==> config.mk <==
export PLATFORM = sky130hd
export DESIGN_NAME = fu_issue_ctrl
export DESIGN_NICKNAME = d
export VERILOG_FILES = /design/src/rtl/fu_ctrl_pkg.sv /design/src/rtl/fu_watchdog.sv /design/src/rtl/fu_issue_ctrl.sv
export SDC_FILE = /design/constraint.sdc
export NUM_CORES = 1
export LEC_CHECK = 0
export CORE_AREA = 3 3 106 108
export CTS_CLUSTER_DIAMETER = 200
export CTS_CLUSTER_SIZE = 25
export DETAILED_ROUTE_END_ITERATION = 8
export DIE_AREA = 0 0 109 111
export PLACE_DENSITY_LB_ADDON = 0.05
export REMOVE_ABC_BUFFERS = 1
export SETUP_SLACK_MARGIN = 0.1
export SYNTH_ARGS = -nofsm -noshare
export SYNTH_HDL_FRONTEND = slang
export SYNTH_SLANG_ARGS = --single-unit
==> constraint.sdc <==
create_clock -name clk -period 1.4 [get_ports clk]
set_input_delay 0.21 -clock clk [delete_from_list [all_inputs] [get_ports clk]]
set_output_delay 0.21 -clock clk [all_outputs]
set_load 0.1 [all_outputs]
==> src/rtl/fu_ctrl_pkg.sv <==
// -----------------------------------------------------------------------------
// fu_ctrl_pkg
// Shared definitions for the functional-unit controllers that use the
// ce/idle/done/result handshake.
//   - State encoding of the issue FSM (S_IDLE / S_ISSUE / S_WAIT).
//   - Default watchdog limit.
//   - Helper for the one-entry writeback slot.
// -----------------------------------------------------------------------------
package fu_ctrl_pkg;

    localparam logic [1:0] ST_IDLE_ENC  = 2'd0;
    localparam logic [1:0] ST_ISSUE_ENC = 2'd1;
    localparam logic [1:0] ST_WAIT_ENC  = 2'd2;

    typedef enum logic [1:0] {
        S_IDLE  = ST_IDLE_ENC,
        S_ISSUE = ST_ISSUE_ENC,
        S_WAIT  = ST_WAIT_ENC
    } fu_state_t;

    localparam int unsigned FU_DEFAULT_TIMEOUT = 64;

    // A one-entry writeback slot can take a new op when it is empty or
    // is being drained in the same cycle.
    function automatic logic wb_slot_free(input logic valid, input logic ready);
        return (~valid) | ready;
    endfunction

endpackage

==> src/rtl/fu_watchdog.sv <==
// -----------------------------------------------------------------------------
// fu_watchdog
// Saturating cycle counter that flags a functional unit that fails to answer.
// Ports:
//   clk, rst  : clock, synchronous active-high reset
//   clr       : restart the count at zero (has priority over en)
//   en        : count this cycle
//   count     : current count, saturates at TIMEOUT
//   expired   : this counting cycle is the last one allowed (count is
//               about to step onto TIMEOUT)
// -----------------------------------------------------------------------------
module fu_watchdog
    import fu_ctrl_pkg::*;
#(
    parameter int unsigned TIMEOUT = FU_DEFAULT_TIMEOUT,
    localparam int unsigned CW = $clog2(TIMEOUT + 1)
) (
    input  logic          clk,
    input  logic          rst,
    input  logic          clr,
    input  logic          en,
    output logic [CW-1:0] count,
    output logic          expired
);

    localparam logic [CW-1:0] LIMIT = CW'(TIMEOUT);

    logic [CW-1:0] r_count;

    // Saturating counter: cleared by clr, advanced by en, held at LIMIT.
    always_ff @(posedge clk) begin
        if (rst) begin
            r_count <= '0;
        end else if (clr) begin
            r_count <= '0;
        end else if (en && (r_count != LIMIT)) begin
            r_count <= r_count + CW'(1);
        end else begin
            r_count <= r_count;
        end
    end

    assign count   = r_count;
    assign expired = en & ~clr & (r_count >= (LIMIT - CW'(1)));

endmodule

==> src/rtl/fu_issue_ctrl.sv <==
// -----------------------------------------------------------------------------
// fu_issue_ctrl
// Issue-side controller for a single-operation functional unit. Accepts one op
// from dispatch, registers its operands toward the unit, pulses fu_ce, waits
// for fu_done and captures the result with its tag in a one-entry writeback
// register. A watchdog abandons an op whose unit never answers and raises a
// sticky error.
// Ports:
//   clk, rst                      : clock, synchronous active-high reset
//   in_valid/in_ready             : dispatch handshake (in_ready is combinational)
//   in_data_0/1, in_tag           : operands and destination tag
//   fu_ce                         : one-cycle start pulse to the unit
//   fu_idle, fu_done, fu_result   : unit status and result
//   fu_data_0/1                   : registered operands, held until next accept
//   wb_valid/wb_ready             : writeback handshake
//   wb_result, wb_tag             : captured result and its tag
//   busy                          : op in flight or writeback entry held
//   err_timeout                   : sticky watchdog error, cleared by rst only
// -----------------------------------------------------------------------------
module fu_issue_ctrl
    import fu_ctrl_pkg::*;
#(
    parameter int unsigned DATA_WIDTH = 32,
    parameter int unsigned TAG_WIDTH  = 4,
    parameter int unsigned TIMEOUT    = FU_DEFAULT_TIMEOUT
) (
    input  logic                  clk,
    input  logic                  rst,
    input  logic                  in_valid,
    output logic                  in_ready,
    input  logic [DATA_WIDTH-1:0] in_data_0,
    input  logic [DATA_WIDTH-1:0] in_data_1,
    input  logic [TAG_WIDTH-1:0]  in_tag,
    output logic                  fu_ce,
    input  logic                  fu_idle,
    output logic [DATA_WIDTH-1:0] fu_data_0,
    output logic [DATA_WIDTH-1:0] fu_data_1,
    input  logic [DATA_WIDTH-1:0] fu_result,
    input  logic                  fu_done,
    output logic                  wb_valid,
    input  logic                  wb_ready,
    output logic [DATA_WIDTH-1:0] wb_result,
    output logic [TAG_WIDTH-1:0]  wb_tag,
    output logic                  busy,
    output logic                  err_timeout
);

    localparam int unsigned        WD_W   = $clog2(TIMEOUT + 1);
    localparam logic [WD_W-1:0]    WD_SAT = WD_W'(TIMEOUT);

    fu_state_t             r_state;
    logic                  r_fu_ce;
    logic [DATA_WIDTH-1:0] r_fu_data_0;
    logic [DATA_WIDTH-1:0] r_fu_data_1;
    logic [TAG_WIDTH-1:0]  r_tag;
    logic                  r_wb_valid;
    logic [DATA_WIDTH-1:0] r_wb_result;
    logic [TAG_WIDTH-1:0]  r_wb_tag;
    logic                  r_err_timeout;

    logic                  w_in_ready;
    logic                  w_accept;
    logic                  w_wb_clear;
    logic [WD_W-1:0]       w_wd_count;
    logic                  w_wd_expired;
    logic                  w_timeout;

    assign w_in_ready = (r_state == S_IDLE) & fu_idle
                      & wb_slot_free(r_wb_valid, wb_ready) & ~rst;
    assign w_accept   = in_valid & w_in_ready;
    assign w_wb_clear = r_wb_valid & wb_ready;

    // The count is restarted as the op is accepted, so it reads zero in the
    // ce cycle and k in the k-th cycle after it. Expiry therefore lands in
    // cycle TIMEOUT-1 after ce and err_timeout shows TIMEOUT cycles after ce.
    fu_watchdog #(
        .TIMEOUT (TIMEOUT)
    ) u_watchdog (
        .clk     (clk),
        .rst     (rst),
        .clr     (w_accept),
        .en      (r_state != S_IDLE),
        .count   (w_wd_count),
        .expired (w_wd_expired)
    );

    // A count parked at saturation while still waiting is treated as expired
    // as well, so a missed expiry cycle can never leave the FSM stuck.
    assign w_timeout = w_wd_expired | (w_wd_count == WD_SAT);

    // Issue FSM with all outputs registered.
    always_ff @(posedge clk) begin
        if (rst) begin
            r_state       <= S_IDLE;
            r_fu_ce       <= 1'b0;
            r_fu_data_0   <= '0;
            r_fu_data_1   <= '0;
            r_tag         <= '0;
            r_wb_valid    <= 1'b0;
            r_wb_result   <= '0;
            r_wb_tag      <= '0;
            r_err_timeout <= 1'b0;
        end else begin
            r_fu_ce <= 1'b0;
            if (w_wb_clear) begin
                r_wb_valid <= 1'b0;
            end
            case (r_state)
                S_IDLE: begin
                    if (w_accept) begin
                        r_fu_data_0 <= in_data_0;
                        r_fu_data_1 <= in_data_1;
                        r_tag       <= in_tag;
                        r_fu_ce     <= 1'b1;
                        r_state     <= S_ISSUE;
                    end
                end
                S_ISSUE: begin
                    // fu_done here is stale (e.g. the unit's post-reset pulse).
                    r_state <= S_WAIT;
                end
                S_WAIT: begin
                    if (fu_done) begin
                        r_wb_result <= fu_result;
                        r_wb_tag    <= r_tag;
                        r_wb_valid  <= 1'b1;
                        r_state     <= S_IDLE;
                    end else if (w_timeout) begin
                        r_err_timeout <= 1'b1;
                        r_state       <= S_IDLE;
                    end
                end
                default: begin
                    r_state <= S_IDLE;
                end
            endcase
        end
    end

    assign in_ready    = w_in_ready;
    assign fu_ce       = r_fu_ce;
    assign fu_data_0   = r_fu_data_0;
    assign fu_data_1   = r_fu_data_1;
    assign wb_valid    = r_wb_valid;
    assign wb_result   = r_wb_result;
    assign wb_tag      = r_wb_tag;
    assign busy        = (r_state != S_IDLE) | r_wb_valid;
    assign err_timeout = r_err_timeout;

endmodule

==> results of run 1 <==
==> synthesized netlist by cell type (all sizes together), types with 2 or more instances <==
library cell  count  area (sq um)
a211o             2          17.5
a21oi           107           536
and3              2          12.5
buf              17           116
clkbuf           18          67.6
dfxtp           116          2320
ha                2          25.0
inv               7          26.3
nand2           210           788
nand3             2          15.0
nand4             3          25.0
nor2              2          15.0
nor2b             2          15.0
nor3              8          40.0
xnor2             3          26.3
xor2              3          26.3
==> cells by family after synthesis <==
family | synth area share
and+or+nand+nor | 0.230
DFF | 0.558
AOI/OAI and AO/OA | 0.140
buffers and inverters | 0.0505
xor gates and xnor gates | 0.0126
adders and majority gates | 0.00602
muxes | 0.00241
==> metrics by stage <==
step / utilization / setup slack [ns] / area [sq um] / cells
CTS: 0.848 / -0.311 / 8750 / 898
detailed placement: 0.728 / -0.343 / 7520 / 846
global placement: 0.728 / -0.262 / 7520 / 846
floorplan: - / -1.81 / 3980 / 480
==> what timing repair did <==
| action | CTS |
|---|---|
| endpoints found under the setup margin | 179 |
| resized for setup | 162 |
| cloned | 9 |
| setup buffers | 12 |
| pin swaps | 6 |
==> results.md, run 1 <==
* Status: did not finish
* Stopped at: 5_1_grt
* Run Error: [ERROR DPL-0033] detailed placement checks failed during check placement.
* Number of flops mapped to enable cells by yosys at 0
* Die Ht at 111 microns
* Post-synth ARST share at 0
* Clock Sinks at 116
* Worst End Pin Type: top-level output
* Unique masters post-synth at 35
* Mapped Area at 4160 sq um
* Largest net degree at the start of global routing at 47
* CTS Root Cell: clkbuf_8
* GP Congestion at 0.742
* Starting Density at 0.403
* Die Width at 109 microns
* Cells after Synth at 515
* Hold Buf Count CTS at 0
* Main synth FF type: dfxtp_1
* Worst EP post-GRT repair: busy
* Initial antenna violation count at 2
* H-tree depth at 4
* Row Count at 37
* Syn_area_per_cell at 8.08 sq um
* Post-synthesis sequential area ratio at 0.558
* Num CTS Buffers at 17
* Clk buf depth at 2
* I/O Buffers at 210
* IO Count at 211
* Synth warnings at 0
* Post-DP HPWL at 9460 microns
* Flops & latches, synth at 116
==> run 2, diff against run 1 <==
Settings changed: CORE_AREA 3 3 106 108 to 3 3 133 135, CTS_CLUSTER_DIAMETER 200 to default, CTS_CLUSTER_SIZE 25 to default, DIE_AREA 0 0 109 111 to 0 0 136 138, PLACE_DENSITY_LB_ADDON 0.05 to 0.15, SETUP_SLACK_MARGIN 0.1 to default.
==> run 2 against run 1 <==
The flow now finishes, with violations (negative setup slack). Synthesized cell count stayed put. Area after synthesis stayed put.
==> results.md, run 2 <==
* Status: complete, but fails checks (was did not finish)
* Failing checks: negative setup slack
* Layout cells sized above 1 at 0.265
* Largest net degree at the start of global routing at 57
* First-pass GRT wire length at 21700 microns
* Final setup margin at -0.114 ns
* Clock transition at path regs at 0.05 ns
* Yosys top cell by area: dfxtp_1 (unchanged)
* Die Width at 136 microns (was 109 microns)
* Most common cell in the netlist: nand2_1 (unchanged)
* Setup tns final at -0.472 ns
* Period utilization at 1.08
* Starting Density at 0.251 (was 0.403)
* Number of global-route vias before repair at 4184
* Grt ovf at 0
* Synth warnings at 0 (unchanged)
* TritonRoute pass-1 iters at 4
* # setup viols final at 19
* Xor and xnor area share after synthesis at 0.0126 (unchanged)
* Largest family of logic cells by synthesized area: simple AND/OR/NAND/NOR gates (unchanged)
* Cells after Synth at 515 (unchanged)
* Tmin final at 1.51 ns
* Total GRT Usage at 0.148
* Synth Area in Adders at 0.00602 (unchanged)
* Crit path capture type: primary output
* Crit path arrival time at 1.30 ns
* Post-synthesis sequential area ratio at 0.558 (unchanged)
* Initial antenna violation count at 0
* Post-synth ARST share at 0 (unchanged)
* CTS Root Cell: clkbuf_16 (was clkbuf_8)
* Top post-synthesis cells by area: dfxtp_1, nand2_1, a21oi_1, clkbuf_1, buf_6 (unchanged)
* Residual DRC at 0
* Die Ht at 138 microns (was 111 microns)
* Hold Buf Count CTS at 0 (unchanged)
* Post-DP HPWL at 10200 microns (was 9460 microns)
* TritonCTS clock tree: built
* Die area at 18800 sq um
* Slew margin rel. at 0.586
* Ant diodes at 0
* HP Class: in2reg
* PwrDens at 1110 nW/um^2
* Routed length per instance at 15.4 microns
* Row Count at 47 (was 37)
* GP Congestion at 0.742 (about the same)
* RSZ-0062 raised after global routing: yes
* Max cap viols at 0
* Max IR drop VDD at 0.774 mV
* Lkg Pwr at 0.00317 uW
* Startpoint types: flop
* Min Hold Slack at 0.0848 ns
* Design area at 8670 sq um
* IO Count at 211 (unchanged)
* Clk buf depth at 2 (unchanged)
* Clock Sinks at 116 (unchanged)
* Post-Synth Simple-Gate Area at 0.230 (unchanged)
* Flops & latches, synth at 116 (unchanged)
* Final hold violations at 0
* Main synth FF type: dfxtp_1 (unchanged)
* Mux contribution to synthesized area at 0.00241 (unchanged)
* Final antenna-violating net count at 0
* H-tree depth at 4 (unchanged)
* I/O Buffers at 210 (unchanged)
* Vias at 4300
* Max Clk Rate at 661 MHz
* Placed cell areas at 7590 sq um (was 7520 sq um)
* Unique masters post-synth at 35 (unchanged)
* Fin util at 0.523
* Vias per std cell at 4.41
* Actual slew at the worst max-slew pin at 0.621 ns
* Num CTS Buffers at 17 (unchanged)
* Core footprint at 16600 sq um
* Max FO, Critical Path at 3
* Area Growth Syn to Fin at 108%
* Required @ worst endpoint at 1.19 ns
* Syn_area_per_cell at 8.08 sq um (unchanged)
* Nets at 853
* Number of flops mapped to enable cells by yosys at 0 (unchanged)
* Final Power at 9630 uW
* Initial DRC Count at 138
* Synth Area in Compound Gates at 0.140 (unchanged)
* Max-slew violations at 0
* Post-synth top cells: nand2_1, dfxtp_1, a21oi_1 (unchanged)
* Clk_lat worst skew at 0.41 ns
* Worst Skew at 0.00872 ns
* Total detailed-routing wirelength at 15100 microns
* Most common cell after layout, fill and taps aside: nand2_1
* Area share of the largest cell type after synthesis at 0.558 (unchanged)
* Mapped Area at 4160 sq um (unchanged)
* Commonest cells after routing, fill and taps aside: nand2_1, buf_12, dfxtp_1
* Crit Path Class: reg2out
[run 2: metal layers]
metal | vias to the layer above | global-route usage | wire [microns]
met5 | - | 0 | 0
met1 | 1971 | 0.160 | 5930
li1 | 2134 | - | -
met4 | 0 | 0.0398 | 104
met3 | 9 | 0.0996 | 1870
met2 | 186 | 0.235 | 7160
[run 2: layout make-up]
cell class / count / area, sq um
clock inverter: 7 / 121
sequential: 116 / 2340
timing repair buffer: 246 / 3670
tap: 220 / 275
inverter: 7 / 38.8
fill: 1500 / 7920
clock buffer: 23 / 498
multi-input combinational: 357 / 1730
[run 2: worst paths after layout]
check	startpoint	end	slack [ns]	cells after the start
worst min-delay path	rst	fu_data_0[3]$_SDFFE_PP0P_	0.08	2
worst min register to register	r_tag[2]$_SDFFE_PP0P_	wb_tag[2]$_SDFFE_PP0P_	0.45	2
worst max-delay path	r_state[1]$_SDFFE_PP0P_	busy	-0.11	2
worst max register to register	wb_valid$_SDFF_PP0_	fu_data_0[4]$_SDFFE_PP0P_	-0.02	7
[run 2: cells by family (layout without fill, tap and decap cells)]
| kind of cell | after synthesis | in the layout |
|---|---|---|
| buffers and inverters | 42 | 283 |
| multiplexers | 1 | 1 |
| AND/OR/NAND/NOR | 235 | 235 |
| adder cells (fa/ha/maj) | 2 | 2 |
| XOR/XNOR | 6 | 6 |
| flip-flops | 116 | 116 |
| AO/OA/AOI/OAI | 113 | 113 |
[run 2: worst max-delay path, stage by stage, from the launching register on]
cell     delay [ns]
dfxtp_4        0.35
or3_4          0.37
buf_12         0.17
[run 2: where the power goes]
group	leakage (uW)	switching (uW)	internal [uW]
clock	0.000294	1490	3020
combinational	0.00194	908	731
sequential	0.000943	86.6	3390
[run 2: repair_timing]
item,CTS,global route
setup endpoints to repair,52,73
gates resized for setup,13,34
pin swaps,3,8
buffers inserted,4,6
gates cloned,1,7
[run 2: metrics by stage]
step	cells	worst slack [ns]
finish	976	-0.114
global route	976	-0.155
CTS	963	-0.153
detailed placement	928	-0.331
global placement	928	-0.255
floorplan	480	-1.81
No activity file was read; power rests on OpenSTA's default activity.
